--- src/rtl/data_ram_arbiter.sv ---
// Arbitrates the single-port data RAM between the CPU (port C) and the host/debug port (port H).
// Optional DATA_RAM_ARB_STATS_EN adds stall/grant statistics counters with a synchronous clear.
module data_ram_arbiter #(
   parameter int DATA_WIDTH   = 8,
   parameter int ADDR_WIDTH   = 15,
   parameter int STARVE_LIMIT = 8
) (
   input  logic                  clk,
   input  logic                  rst_n,
   input  logic                  cpu_req,
   input  logic                  cpu_we,
   input  logic [ADDR_WIDTH-1:0] cpu_addr,
   input  logic [DATA_WIDTH-1:0] cpu_wdata,
   output logic                  cpu_gnt,
   output logic                  cpu_rvalid,
   output logic [DATA_WIDTH-1:0] cpu_rdata,
   input  logic                  host_req,
   input  logic                  host_we,
   input  logic [ADDR_WIDTH-1:0] host_addr,
   input  logic [DATA_WIDTH-1:0] host_wdata,
   output logic                  host_gnt,
   output logic                  host_rvalid,
   output logic [DATA_WIDTH-1:0] host_rdata,
   input  logic                  host_lock,
   output logic                  host_locked,
`ifdef DATA_RAM_ARB_STATS_EN
   input  logic                  stats_clr,
   output logic [15:0]           cpu_stall_cnt,
   output logic [15:0]           host_grant_cnt,
`endif
   output logic [ADDR_WIDTH-1:0] ram_addr,
   output logic [DATA_WIDTH-1:0] ram_wdata,
   output logic                  ram_we,
   input  logic [DATA_WIDTH-1:0] ram_rdata
);

   localparam int CW = $clog2(STARVE_LIMIT + 1);
   localparam logic [CW-1:0] LIMIT = CW'(STARVE_LIMIT);

   typedef enum logic [1:0] {CPU_PRI, HOST_FORCE, LOCKED} state_t;

   state_t                r_state, w_state_nxt;
   logic [CW-1:0]         r_starve_cnt, w_cnt_nxt;
   logic                  w_cpu_sel, w_host_sel;
   logic                  r_cpu_rd, r_host_rd, r_host_locked;
   logic [ADDR_WIDTH-1:0] r_last_addr;

   always_comb begin
      w_cpu_sel  = 1'b0;
      w_host_sel = 1'b0;
      case (r_state)
         CPU_PRI: begin
            w_cpu_sel  = 1'b1;
            w_host_sel = !cpu_req;
         end
         HOST_FORCE: begin
            w_host_sel = 1'b1;
            w_cpu_sel  = !host_req;
         end
         LOCKED:  w_host_sel = 1'b1;
         default: w_cpu_sel  = 1'b1;
      endcase
   end

   // Grants are forced low while reset is asserted, independent of the state register.
   assign cpu_gnt  = rst_n && cpu_req  && w_cpu_sel;
   assign host_gnt = rst_n && host_req && w_host_sel;

   always_comb begin
      w_state_nxt = r_state;
      w_cnt_nxt   = r_starve_cnt;
      case (r_state)
         CPU_PRI: begin
            if (host_req && !host_gnt)
               w_cnt_nxt = (r_starve_cnt == LIMIT) ? r_starve_cnt : r_starve_cnt + 1'b1;
            else
               w_cnt_nxt = '0;
            if (w_cnt_nxt == LIMIT)
               w_state_nxt = HOST_FORCE;
         end
         HOST_FORCE: begin
            if (host_gnt || !host_req) begin
               w_state_nxt = CPU_PRI;
               w_cnt_nxt   = '0;
            end
         end
         LOCKED: begin
            if (!host_lock) begin
               w_state_nxt = CPU_PRI;
               w_cnt_nxt   = '0;
            end
         end
         default: begin
            w_state_nxt = CPU_PRI;
            w_cnt_nxt   = '0;
         end
      endcase
      // Lock request overrides any starvation transition.
      if (r_state != LOCKED && host_lock) begin
         w_state_nxt = LOCKED;
         w_cnt_nxt   = '0;
      end
   end

   always_ff @(posedge clk or negedge rst_n) begin
      if (!rst_n) begin
         r_state       <= CPU_PRI;
         r_starve_cnt  <= '0;
         r_cpu_rd      <= 1'b0;
         r_host_rd     <= 1'b0;
         r_host_locked <= 1'b0;
         r_last_addr   <= '0;
      end else begin
         r_state       <= w_state_nxt;
         r_starve_cnt  <= w_cnt_nxt;
         r_cpu_rd      <= cpu_gnt && !cpu_we;
         r_host_rd     <= host_gnt && !host_we;
         r_host_locked <= (w_state_nxt == LOCKED);
         if (cpu_gnt)
            r_last_addr <= cpu_addr;
         else if (host_gnt)
            r_last_addr <= host_addr;
      end
   end

   assign ram_addr  = cpu_gnt ? cpu_addr  : (host_gnt ? host_addr  : r_last_addr);
   assign ram_wdata = cpu_gnt ? cpu_wdata : (host_gnt ? host_wdata : '0);
   assign ram_we    = (cpu_gnt && cpu_we) || (host_gnt && host_we);

   assign cpu_rvalid  = r_cpu_rd;
   assign host_rvalid = r_host_rd;
   assign cpu_rdata   = r_cpu_rd  ? ram_rdata : '0;
   assign host_rdata  = r_host_rd ? ram_rdata : '0;
   assign host_locked = r_host_locked;

`ifdef DATA_RAM_ARB_STATS_EN
   logic [15:0] r_cpu_stall_cnt, r_host_grant_cnt;

   always_ff @(posedge clk or negedge rst_n) begin
      if (!rst_n) begin
         r_cpu_stall_cnt  <= '0;
         r_host_grant_cnt <= '0;
      end else if (stats_clr) begin
         r_cpu_stall_cnt  <= '0;
         r_host_grant_cnt <= '0;
      end else begin
         if (cpu_req && !cpu_gnt && r_cpu_stall_cnt != 16'hFFFF)
            r_cpu_stall_cnt <= r_cpu_stall_cnt + 16'd1;
         if (host_gnt && r_host_grant_cnt != 16'hFFFF)
            r_host_grant_cnt <= r_host_grant_cnt + 16'd1;
      end
   end

   assign cpu_stall_cnt  = r_cpu_stall_cnt;
   assign host_grant_cnt = r_host_grant_cnt;
`endif

endmodule
--- config.mk ---
export PLATFORM = sky130hd
export DESIGN_NAME = data_ram_arbiter
export DESIGN_NICKNAME = d
export VERILOG_FILES = /design/src/rtl/data_ram_arbiter.sv
export SDC_FILE = /design/constraint.sdc
export NUM_CORES = 1
export LEC_CHECK = 0
export ABC_CLOCK_PERIOD_IN_PS = 2200
export CELL_PAD_IN_SITES_DETAIL_PLACEMENT = 1
export CELL_PAD_IN_SITES_GLOBAL_PLACEMENT = 1
export CORE_ASPECT_RATIO = 1.5
export CORE_MARGIN = 3
export CORE_UTILIZATION = 22
export DETAILED_ROUTE_END_ITERATION = 12
export GPL_TIMING_DRIVEN = 0
export PLACE_DENSITY = 0.72
export SYNTH_ARGS = -nofsm -noshare
export SYNTH_HDL_FRONTEND = slang
export SYNTH_SLANG_ARGS = --single-unit
--- constraint.sdc ---
create_clock -name clk -period 2.2 [get_ports clk]
set_input_delay 0.66 -clock clk [delete_from_list [all_inputs] [get_ports clk]]
set_output_delay 0.66 -clock clk [all_outputs]
set_load 0.05 [all_outputs]
==> metrics.md, run 1 <==
| Metric | Value |
|---|---|
| Status | `complete, but fails checks` |
| Violated checks | `setup timing` |
| Fin worst setup slack | `-688 ps` |
| Layout fillers | `736` |
| Syn Area/Cell | `9.63 um2` |
| Worst slack, placed | `-2690 ps` |
| Fin nets | `363` |
| Critical path data required time | `1540 ps` |
| Clock transition at the registers of the reported paths | `100 ps` |
| Ant diodes | `0` |
| Sw frac | `46.1%` |
| Inst Count DP | `345` |
| Worst Setup Path Type | `register to output pin` |
| RSZ-0062 raised after global routing | `yes` |
| Fin cells | `373` |
| Number of library cell types mapped by synthesis | `37` |
| PwrDens | `1150 nW/um2` |
| Crit path max fanout | `5` |
| Cell Rows | `37` |
| TritonCTS buffer count | `3` |
| # DRC | `0` |
| Wire per inst | `18.5 um` |
| CP arrival | `2230 ps` |
| Cell Area, Synth | `1560 um2` |
| Max transition margin | `58.2%` |
| Global-route wire length before repair | `10.2 mm` |
| Final period utilization | `131%` |
| Vias in the first global route | `1950` |
| Worst vdd ir | `596 uV` |
| DP HPWL | `4.72 mm` |
| Placer Congestion | `0.815` |
| Post-synthesis cell count | `162` |
| ANT nets after route | `0` |
| Combinational Power Share | `71.7%` |
| Clock network fraction of total power | `10.0%` |
| Die X | `74.8 um` |
| Vias | `1810` |
| Drt pass-1 iters | `4` |
| Worst-Margin Slew | `612 ps` |
| Core area | `6900 um2` |
| Area contributors post-synth | `dfrtp_1 (38%), mux2i_1 (10%), a22o_1 (7.3%), and2_1 (6.4%), ha_1 (4.8%)` |
| Final setup fails | `26` |
| Sequential Power Share | `18.2%` |
| TritonCTS clock tree | `yes` |
| Root Driver | `clkbuf_8` |
| Post-Route WL | `6.89 mm` |
| Share of cells above drive strength 1 | `45.8%` |
| Hold slack | `184 ps` |
| Initial antenna violation count | `0` |
| Post-synthesis sequential area ratio | `38.5%` |
| Area Overhead vs Synth | `128%` |
| Cts hold-fix bufs | `0` |
| DR iter-0 viols | `45` |
| Clock Path Buffers | `2` |
| Die H | `109 um` |
| Die ar. | `8160 um2` |
| Synth warnings | `0` |
| Largest area contributor in the netlist | `dfrtp_1` |
| Leakage Power | `1.55 nW` |
| H-tree depth | `1` |
| Critical Path Source Type | `register` |
| Top cell type's share of synthesized area | `38.5%` |
| Worst Setup End Kind | `output pin` |
| Seq cells post-synth | `24` |
| Worst hold path type | `input pin to async pin` |
| Finished Core Util | `51.6%` |
| Syn_nets | `229` |
| Sinks on Clock Net | `24` |
| Total GRT Usage | `16.5%` |
| Starting Density | `22.6%` |
| Pint | `2.21 mW` |
| Switch Pwr | `1.89 mW` |
| Max-cap violation count | `0` |
| Final-report hold violation count | `0` |
| Slew Limit Fails | `0` |
| Power Total | `4.10 mW` |
| Worst clock skew | `2.54 ps` |
| Vias per cell | `4.85` |
| Grt total ovfl | `0` |
| IO buf count | `105` |
| Final Critical Period | `2890 ps` |
| Largest net degree at the start of global routing | `28` |
| Clk_lat worst skew | `280 ps` |
| Fmax | `0.346 GHz` |
| IO Pins | `106` |
==> power groups by stage <==
stage          Clock (mW)  Sequential [mW]  Combinational, mW
2_1_floorplan           0            0.710               1.54
3_3_place_gp            0            0.675               2.25
3_5_place_dp            0            0.685               2.28
4_1_cts             0.417            0.736               2.79
5_1_grt             0.436            0.763               3.08
6_report            0.411            0.746               2.94
==> final timing paths <==
kind / start / to / slack [ps] / depth (start not counted)
setup / recovery: r_state[0] / ram_addr[13] / -690 / 10
hold / removal: rst_n / r_last_addr[11] / 180 / 1
setup reg to reg: r_state[1] / host_locked / 240 / 9
hold reg to reg: r_last_addr[8] / r_last_addr[8] / 620 / 2
max in group asynchronous: rst_n / r_state[0] / 1840 / 1
min in group clk: r_last_addr[8] / r_last_addr[8] / 620 / 2
==> layer usage <==
metal | GRT usage, % | vias up | part of all wire (%)
met5 | 0 | - | 0
li1 | - | 842 | -
met3 | 3.60 | 8 | 6.8
met4 | 3.94 | 0 | 1.2
met1 | 16.7 | 886 | 35
met2 | 32.7 | 74 | 57
==> per-stage QoR <==
step	setup TNS, ps	area, um2
6_report	-15680	3560
4_1_cts	-15370	3440
3_5_place_dp	-102480	2940
2_1_floorplan	-5830	1790
3_3_place_gp	-101720	2940
5_1_grt	-18070	3560
==> worst max-delay path: stages, from the launching register on <==
cell	delay, ps
dfrtp_2	450
inv_2	90
ha_4	130
nor2b_4	130
o21ai_2	70
or2_4	250
buf_8	140
buf_12	140
mux2i_4	190
o21ai_4	170
buf_6	180
==> state kept, by name, summed over array words and instances (netlist names) <==
name and cells:
r_state 2, cpu_rvalid 1, r_starve_cnt 4, host_locked 1, host_rvalid 1, r_last_addr 15
==> synthesized netlist by cell type <==
| cell | n |
|---|---|
| dfrtp_1 | 24 |
| nand2_1 | 20 |
| and2_1 | 16 |
| mux2i_1 | 16 |
| a22o_1 | 13 |
| o21ai_1 | 11 |
| ha_1 | 6 |
| inv_1 | 6 |
| nor2b_1 | 5 |
| o21ai_0 | 5 |
| a31oi_1 | 4 |
| and3_1 | 3 |
| buf_2 | 3 |
| a2111oi_2 | 2 |
| clkbuf_1 | 2 |
| nand2b_1 | 2 |
| nand3_1 | 2 |
| nor2_1 | 2 |
| xnor2_1 | 2 |
| a2111oi_0 | 1 |
| a211o_1 | 1 |
| a211oi_1 | 1 |
| a21o_1 | 1 |
| a21oi_1 | 1 |
| a221o_1 | 1 |
| buf_6 | 1 |
| buf_8 | 1 |
| inv_2 | 1 |
| nor2_4 | 1 |
| nor2b_2 | 1 |
| nor2b_4 | 1 |
| nor3_1 | 1 |
| nor3b_1 | 1 |
| o211a_1 | 1 |
| o21ai_2 | 1 |
| or2_1 | 1 |
| xor2_1 | 1 |
==> cells by family after synthesis <==
| group | after synthesis | synth area share (%) |
|---|---|---|
| compound gates | 43 | 20.2 |
| xor+xnor | 3 | 1.68 |
| fa+ha+maj | 6 | 4.81 |
| buf+inv | 14 | 4.81 |
| flops | 24 | 38.5 |
| mux | 16 | 10.3 |
| simple gates | 56 | 19.7 |
==> layout make-up <==
| type | instances | area, um2 | area share, % |
|---|---|---|---|
| well taps | 78 | 97.6 | 2.74 |
| inverters | 7 | 28.8 | 0.808 |
| plain buffers | 7 | 126 | 3.55 |
| clock buffers | 3 | 41.3 | 1.16 |
| repair buffers | 129 | 1310 | 36.8 |
| flip-flops and latches | 24 | 603 | 16.9 |
| multi-input cells | 124 | 1320 | 37.2 |
| clock inverters | 1 | 30.0 | 0.843 |
==> cell usage in the layout (no fill, tap or decap), types with 7 or more instances in the layout <==
| master | Yosys | final |
|---|---|---|
| buf_4 | 0 | 21 |
| and2_1 | 16 | 16 |
| clkdlybuf4s50_1 | 0 | 58 |
| nand2_1 | 20 | 18 |
| mux2i_4 | 0 | 10 |
| buf_2 | 3 | 12 |
| o21ai_4 | 0 | 15 |
| buf_6 | 1 | 12 |
| a22o_4 | 0 | 7 |
| dfrtp_1 | 24 | 22 |
| buf_8 | 1 | 19 |
==> what timing repair did <==
action                     CTS  global route
pin swaps                    9             5
setup endpoints to repair   68            30
gates cloned                 1             2
gates resized for setup    334            20
setup buffers               18             3
Power figures use the tool's default switching activity.
==> run 2, diff against run 1 <==
CAP_MARGIN = 5   (was unset)
GPL_TIMING_DRIVEN = 1   (was 0)
==> run 2 against run 1 <==
Net effect: the flow still finishes with violations (setup timing); global-route usage up 1.9 points; die area unchanged; routed wire length grew 11%; sequential power down 4.4%; maximum frequency rose by 2.0%; register-to-register slack got worse by 60 ps; largest cell class unchanged; critical path type unchanged; largest power group unchanged.
==> metrics.md, run 2 (synthesized netlist as in run 1, its figures left out) <==
| Metric | Value |
|---|---|
| Critical Path Source Type | `register` |
| Clk_lat worst skew | `280 ps (about the same)` |
| PwrDens | `1140 nW/um2 (-1.1%)` |
| Final setup fails | `26 (unchanged)` |
| IO Pins | `106 (unchanged)` |
| Delay-heaviest family, CP | `buffers and inverters` |
| Power Total | `4.52 mW (+10%)` |
| Final period utilization | `129% (-2.6 points)` |
| # DRC | `0 (unchanged)` |
| Register with the most flip-flops | `r_last_addr` |
| Root Driver | `clkbuf_8` |
| Worst slack, placed | `-854 ps (+1830 ps)` |
| Top Registers | `r_last_addr (15), r_starve_cnt (4), r_state (2)` |
| Leakage Power | `1.72 nW (+11%)` |
| Hold slack | `606 ps (+422 ps)` |
| DP HPWL | `5.32 mm (+13%)` |
| Status | `complete, but fails checks` |
| Worst-Margin Slew | `496 ps (-116 ps)` |
| Fin worst setup slack | `-632 ps (+56.7 ps)` |
| Most common cell on crit path | `buf_12` |
| Die ar. | `8160 um2 (unchanged)` |
| Final-report hold violation count | `0 (unchanged)` |
| Violated checks | `setup timing` |
| Slowest-stage cell, CP | `dfrtp_1` |
| Sinks on Clock Net | `24 (unchanged)` |
| Largest net degree at the start of global routing | `26 (-7.1%)` |
| Grt total ovfl | `0 (unchanged)` |
| Total GRT Usage | `18.4% (+1.9 points)` |
| Starting Density | `22.6% (unchanged)` |
| Sequential Power Share | `15.8% (-2.4 points)` |
| TritonCTS clock tree | `yes` |
| Worst Setup End Kind | `output pin` |
| Core area | `6900 um2 (unchanged)` |
| Fmax | `0.353 GHz (+2.0%)` |
| H-tree depth | `1 (unchanged)` |
| Drt pass-1 iters | `4 (unchanged)` |
| Die H | `109 um (unchanged)` |
| Clock network fraction of total power | `9.0% (-1.0 points)` |
| Clock Path Buffers | `2 (unchanged)` |
| Cell Rows | `37 (unchanged)` |
| Initial antenna violation count | `0 (unchanged)` |
| Fin nets | `379 (+4.4%)` |
| Vias per cell | `4.80 (-1.0%)` |
| Global-route wire length before repair | `11.3 mm (+11%)` |
| Most common cell after layout, fill and taps aside | `clkdlybuf4s50_1` |
| Vias | `1868 (+3.2%)` |
| Slew Limit Fails | `0 (unchanged)` |
| Critical path data required time | `1540 ps (about the same)` |
| Final Critical Period | `2830 ps (-56.7 ps)` |
| Wire per inst | `19.7 um (+6.9%)` |
| Worst Setup Path Type | `register to output pin` |
| Ant diodes | `0 (unchanged)` |
| Switch Pwr | `1.96 mW (+3.7%)` |
| ANT nets after route | `0 (unchanged)` |
| Max transition margin | `66.9% (+8.7 points)` |
| Share of cells above drive strength 1 | `47.6% (+1.8 points)` |
| Layout fillers | `695 (-5.6%)` |
| Die X | `74.8 um (unchanged)` |
| Placer Congestion | `0.758 (-7.0%)` |
| Slowest stage delay, CP | `420 ps (-30 ps)` |
| IO buf count | `105 (unchanged)` |
| DR iter-0 viols | `82 (+82%)` |
| Vias in the first global route | `2066 (+5.9%)` |
| Post-Route WL | `7.68 mm (+11%)` |
| Area Overhead vs Synth | `155%` |
| Clock transition at the registers of the reported paths | `100 ps (about the same)` |
| Pint | `2.56 mW (+16%)` |
| Worst vdd ir | `725 uV (+22%)` |
| Final TNS setup | `-15450 ps (+237 ps)` |
| RSZ-0062 raised after global routing | `yes` |
| Worst clock skew | `12.1 ps (+9.56 ps)` |
| Combinational Power Share | `75.3% (+3.6 points)` |
| CP arrival | `2170 ps (-60 ps)` |
| Worst hold path type | `register to register` |
| WP buf/inv | `3 (-1)` |
| Max-cap violation count | `0 (unchanged)` |
| Most frequent cells in the layout | `clkdlybuf4s50_1 (58), buf_12 (46), buf_4 (39), dfrtp_1 (24), nand2_1 (20)` |
| Max reg flops | `15 (unchanged)` |
| Sw frac | `43.3% (-2.8 points)` |
| TritonCTS buffer count | `3 (unchanged)` |
| Crit path max fanout | `7 (+2)` |
| CP Cell Sequence | `buf_4, ha_1, mux2i_1, and3_4, nor2_4, buf_12, a22o_4, buf_12` |
-- run 2: cell types whose count changed in the layout (fill, tap and decap cells not counted), sizes merged --
cell / delta
buf: +23
clkbuf: -6
dlygate4sd2: -2
clkdlybuf4s15: +1
-- run 2: per-layer routing --
metal / GRT usage (%) / up-vias / share of wire (%)
met1: 20.1 / 902 / 34
li1: - / 873 / -
met5: 0 / - / 0
met4: 5.09 / 0 / 2.4
met2: 34.8 / 79 / 58
met3: 3.41 / 14 / 5.9
-- run 2: worst paths after layout --
path                            startpoint         endpoint  slack, ps  cells after the start
hold / removal             r_starve_cnt[1]  r_starve_cnt[1]        610                      1
setup / recovery                r_state[0]     ram_wdata[3]       -630                      8
min in group asynchronous            rst_n   r_last_addr[0]        680                      3
max in group asynchronous            rst_n   r_last_addr[3]       1260                      3
hold reg to reg            r_starve_cnt[1]  r_starve_cnt[1]        610                      1
setup reg to reg                r_state[0]  r_last_addr[11]        180                      9
-- run 2: cell type report --
type | count | area (um2) | share of cell area, %
timing repair buffer | 152 | 1940 | 48.7
multi-input combinational | 124 | 1240 | 31.2
sequential | 24 | 601 | 15.1
tap | 78 | 97.6 | 2.45
clock buffer | 3 | 41.3 | 1.04
clock inverter | 1 | 30.0 | 0.755
inverter | 7 | 28.8 | 0.724
-- run 2: timing repair --
item / CTS / global route
buffers inserted: 7 / 3
gates resized for setup: 26 / 13
setup endpoints to repair: 29 / 27
cloned: 2 / 1
hold buffers: 0 / 0
pin swaps: 11 / 5
-- run 2: per-stage QoR --
step / util [%] / cells / cell area [um2]
3_3_place_gp: 51.8 / 372 / 3570
5_1_grt: 57.6 / 389 / 3980
6_report: 57.6 / 389 / 3980
4_1_cts: 56.1 / 385 / 3870
3_5_place_dp: 51.8 / 372 / 3570
2_1_floorplan: - / 162 / 1790
-- run 2: power groups by stage --
stage | clock (mW) | sequential (mW) | combinational, mW
2_1_floorplan | 0 | 0.710 | 1.54
3_3_place_gp | 0 | 0.670 | 3.03
3_5_place_dp | 0 | 0.683 | 3.07
4_1_cts | 0.418 | 0.690 | 3.27
5_1_grt | 0.438 | 0.727 | 3.57
6_report | 0.406 | 0.713 | 3.41
==> run 3, diff against run 2 <==
ABC_AREA = 1   (was unset)
CORE_UTILIZATION = 21   (was 22)
PLACE_DENSITY = 0.74   (was 0.72)
==> run 3 against run 2 <==
Net effect: the flow still finishes with violations (setup timing); non-clock buffer count fell by 3; clock-buffer cell count unchanged; combinational power decreased by 9.1%; register-to-register slack about the same; synthesized cell count up 40%; clock power rose by 2%.
==> metrics.md, run 3 <==
| Metric | Value |
|---|---|
| Slew Limit Fails | `0 (unchanged)` |
| Largest area contributor in the netlist | `dfrtp_1` |
| Design Area, Final | `3990 um2 (+0.44%)` |
| Finished Core Util | `56.8% (-0.89 points)` |
| Slowest stage delay, CP | `360 ps (-60 ps)` |
| Max transition margin | `76.7% (+9.9 points)` |
| Worst-Margin Slew | `349 ps (-147 ps)` |
| Max-cap violation count | `0 (unchanged)` |
| Final period utilization | `122% (-6.2 points)` |
| Largest net degree at the start of global routing | `25 (-3.8%)` |
| FF-to-FF Start | `r_state[1]` |
| Worst R2R End | `host_locked` |
| DP HPWL | `5.52 mm (+3.8%)` |
| Wire per inst | `17.8 um (-9.6%)` |
| WP buf/inv | `5 (+2)` |
| Reg2Reg Setup Slack | `180 ps (about the same)` |
| Status | `complete, but fails checks` |
| Critical path data required time | `1540 ps (about the same)` |
| Final Critical Period | `2690 ps (-137 ps)` |
| # DRC | `0 (unchanged)` |
| Cell Area, Synth | `1560 um2 (about the same)` |
| PwrDens | `1050 nW/um2 (-7.7%)` |
| Post-Route WL | `8.33 mm (+8.5%)` |
| Sw frac | `46.5% (+3.2 points)` |
| Fmax | `0.371 GHz (+5.1%)` |
| Die X | `76.4 um (+2.2%)` |
| IO Pins | `106 (unchanged)` |
| Crit path max fanout | `6 (-1)` |
| Delay-heaviest family, CP | `buffers and inverters` |
| Drt pass-1 iters | `4 (unchanged)` |
| Layout fillers | `780 (+12%)` |
| Clk_lat worst skew | `280 ps (about the same)` |
| Top Registers | `r_last_addr (15), r_starve_cnt (4), r_state (2)` |
| Post-synthesis cell count | `227 (+40%)` |
| Slowest-stage cell, CP | `dfrtp_1` |
| Violated checks | `setup timing` |
| Final setup fails | `26 (unchanged)` |
| FF+latch area | `602 um2 (+0.21%)` |
| Area Overhead vs Synth | `156%` |
| Setup crit end | `ram_addr[10]` |
| Worst Setup Path Type | `register to output pin` |
| Footprint of the multi-input gates | `1220 um2 (-1.7%)` |
| Core area | `7040 um2 (+2.0%)` |
| Number of library cell types mapped by synthesis | `26 (-30%)` |
| Switch Pwr | `1.95 mW (-0.51%)` |
| IO buf count | `105 (unchanged)` |
| Worst clock skew | `5.93 ps (-6.17 ps)` |
| Clock Path Buffers | `2 (unchanged)` |
| Leakage Power | `1.82 nW (+6.2%)` |
| Ant diodes | `0 (unchanged)` |
| Pint | `2.24 mW (-13%)` |
| Max reg flops | `15 (unchanged)` |
| Register with the most flip-flops | `r_last_addr` |
| Critical Path Source Type | `register` |
| Fin nets | `438 (+16%)` |
| Worst Setup End Kind | `output pin` |
| Post-synthesis sequential area ratio | `38.5% (about the same)` |
| Syn Area/Cell | `6.88 um2 (-29%)` |
| Most frequent cells in the layout | `nand2_1 (71), clkdlybuf4s50_1 (57), buf_4 (35), inv_1 (31), buf_12 (31)` |
| Area contributors post-synth | `dfrtp_1 (38%), nand2_1 (20%), inv_1 (7.9%), a31oi_1 (6.0%), nor2_1 (5.5%)` |
| CP Cell Sequence | `inv_1, ha_4, nand2_8, inv_6, nor3_4, inv_4, buf_16, a31oi_4, buf_8` |
| Hold slack | `542 ps (-64.3 ps)` |
| Vias in the first global route | `2243 (+8.6%)` |
| Syn_nets | `294 (+28%)` |
| ANT nets after route | `0 (unchanged)` |
| Worst vdd ir | `559 uV (-23%)` |
| Grt total ovfl | `0 (unchanged)` |
| Synth cell count leaders | `nand2_1 (85), inv_1 (33), dfrtp_1 (24)` |
| Async SR Flop Fraction | `100% (unchanged)` |
| Share of cells above drive strength 1 | `44.3% (-3.3 points)` |
| TritonCTS buffer count | `3 (unchanged)` |
| Root Driver | `clkbuf_8` |
| Final TNS setup | `-11090 ps (+4360 ps)` |
| Cts hold-fix bufs | `0 (unchanged)` |
| Placer Congestion | `0.790 (+4.1%)` |
| Starting Density | `22.2% (-0.43 points)` |
| CP arrival | `2030 ps (-140 ps)` |
| Die H | `112 um (+2.3%)` |
| DR iter-0 viols | `43 (-48%)` |
| Total GRT Usage | `17.5% (-0.83 points)` |
| Vias | `2114 (+13%)` |
| Top cell type's share of synthesized area | `38.5% (about the same)` |
| Clock network fraction of total power | `9.9% (+0.9 points)` |
| Primary FF master, synth | `dfrtp_1` |
| Clock transition at the registers of the reported paths | `90 ps (about the same)` |
| Synth warnings | `0 (unchanged)` |
| Die ar. | `8530 um2 (+4.5%)` |
| H-tree depth | `1 (unchanged)` |
| Global-route wire length before repair | `11.7 mm (+3.8%)` |
| Sinks on Clock Net | `24 (unchanged)` |
| Initial antenna violation count | `0 (unchanged)` |
| Sequential Power Share | `16.1% (+0.3 points)` |
| Cell Rows | `37 (unchanged)` |
| Worst hold path type | `input pin to async pin` |
| Placed cell areas | `3430 um2 (-4.1%)` |
| Critical Path Start | `r_state[1]` |
| Seq cells post-synth | `24 (unchanged)` |
| Post-synth EDFFs | `0 (unchanged)` |
| WP depth | `9 (+1)` |
| TritonCTS clock tree | `yes` |
| Final-report hold violation count | `0 (unchanged)` |
| RSZ-0062 raised after global routing | `yes` |
| Most common cell after layout, fill and taps aside | `nand2_1` |
| Worst slack, placed | `-756 ps (+97.8 ps)` |
| Cells on worst reg2reg path | `14 (+5)` |
| Fin worst setup slack | `-494 ps (+137 ps)` |
| Combinational Power Share | `74.0% (-1.3 points)` |
| Vias per cell | `4.53 (-5.7%)` |
| Count leader, synth | `nand2_1` |
run 3: cell types whose count changed after synthesis, sizes merged, moves of 4 or more:
cell	before	now
a22o	13	1
nand3	2	6
nand2	20	87
inv	7	35
o21ai	17	9
nor2b	7	0
nor2	3	23
a31oi	4	15
and2	16	0
mux2i	16	0
run 3: cells by family (layout without fill, tap and decap cells):
logic type               Yosys count  after routing  synth area share (%)
AND/OR/NAND/NOR                  120            120                  31.5
adder cells (fa/ha/maj)            6              6                  4.81
AO/OA/AOI/OAI                     31             31                  12.7
flip-flops                        24             24                  38.5
buffers and inverters             46            189                  12.5
run 3: worst min-delay path by stage:
stage / to / slack, ps / cells after the start
final: host_locked / 540 / 2
after detailed placement: r_last_addr[14] / 590 / 2
after CTS: host_locked / 590 / 2
after floorplan: cpu_rvalid / 360 / 0
after global placement: r_last_addr[4] / 580 / 2
after global routing: host_locked / 590 / 2
run 3: layer usage:
metal / GRT usage (%) / wire length, um / share of wire, %
met1: 17.0 / 2800 / 34
met3: 2.27 / 360 / 4.3
met2: 36.5 / 4900 / 59
met5: 0 / 0 / 0
met4: 6.17 / 273 / 3.3
run 3: repair_timing:
action,4_1_cts,5_1_grt
endpoints found under the hold margin,0,0
setup endpoints to repair,32,29
resized for setup,68,22
pin swaps,5,14
gates cloned,3,2
setup buffers,6,4
run 3: power groups by stage:
stage,clock [mW],sequential (mW),combinational (mW)
after floorplan,0,0.705,1.53
after global placement,0,0.674,2.52
after detailed placement,0,0.682,2.58
after CTS,0.415,0.673,2.93
after global routing,0.434,0.692,3.24
final,0.413,0.675,3.10
run 3: cell type report:
type / instances / share of cell area, %
well taps: 97 / 3.04
flip-flops and latches: 24 / 15.1
clock inverters: 1 / 0.752
inverters: 36 / 3.82
multi-input cells: 157 / 30.5
repair buffers: 149 / 45.7
clock buffers: 3 / 1.03
run 3: through the flow:
stage                     cells  total power, mW
after floorplan             227             2.23
after global placement      449             3.19
after detailed placement    449             3.26
after CTS                   462             4.02
after global routing        467             4.37
final                       467             4.19
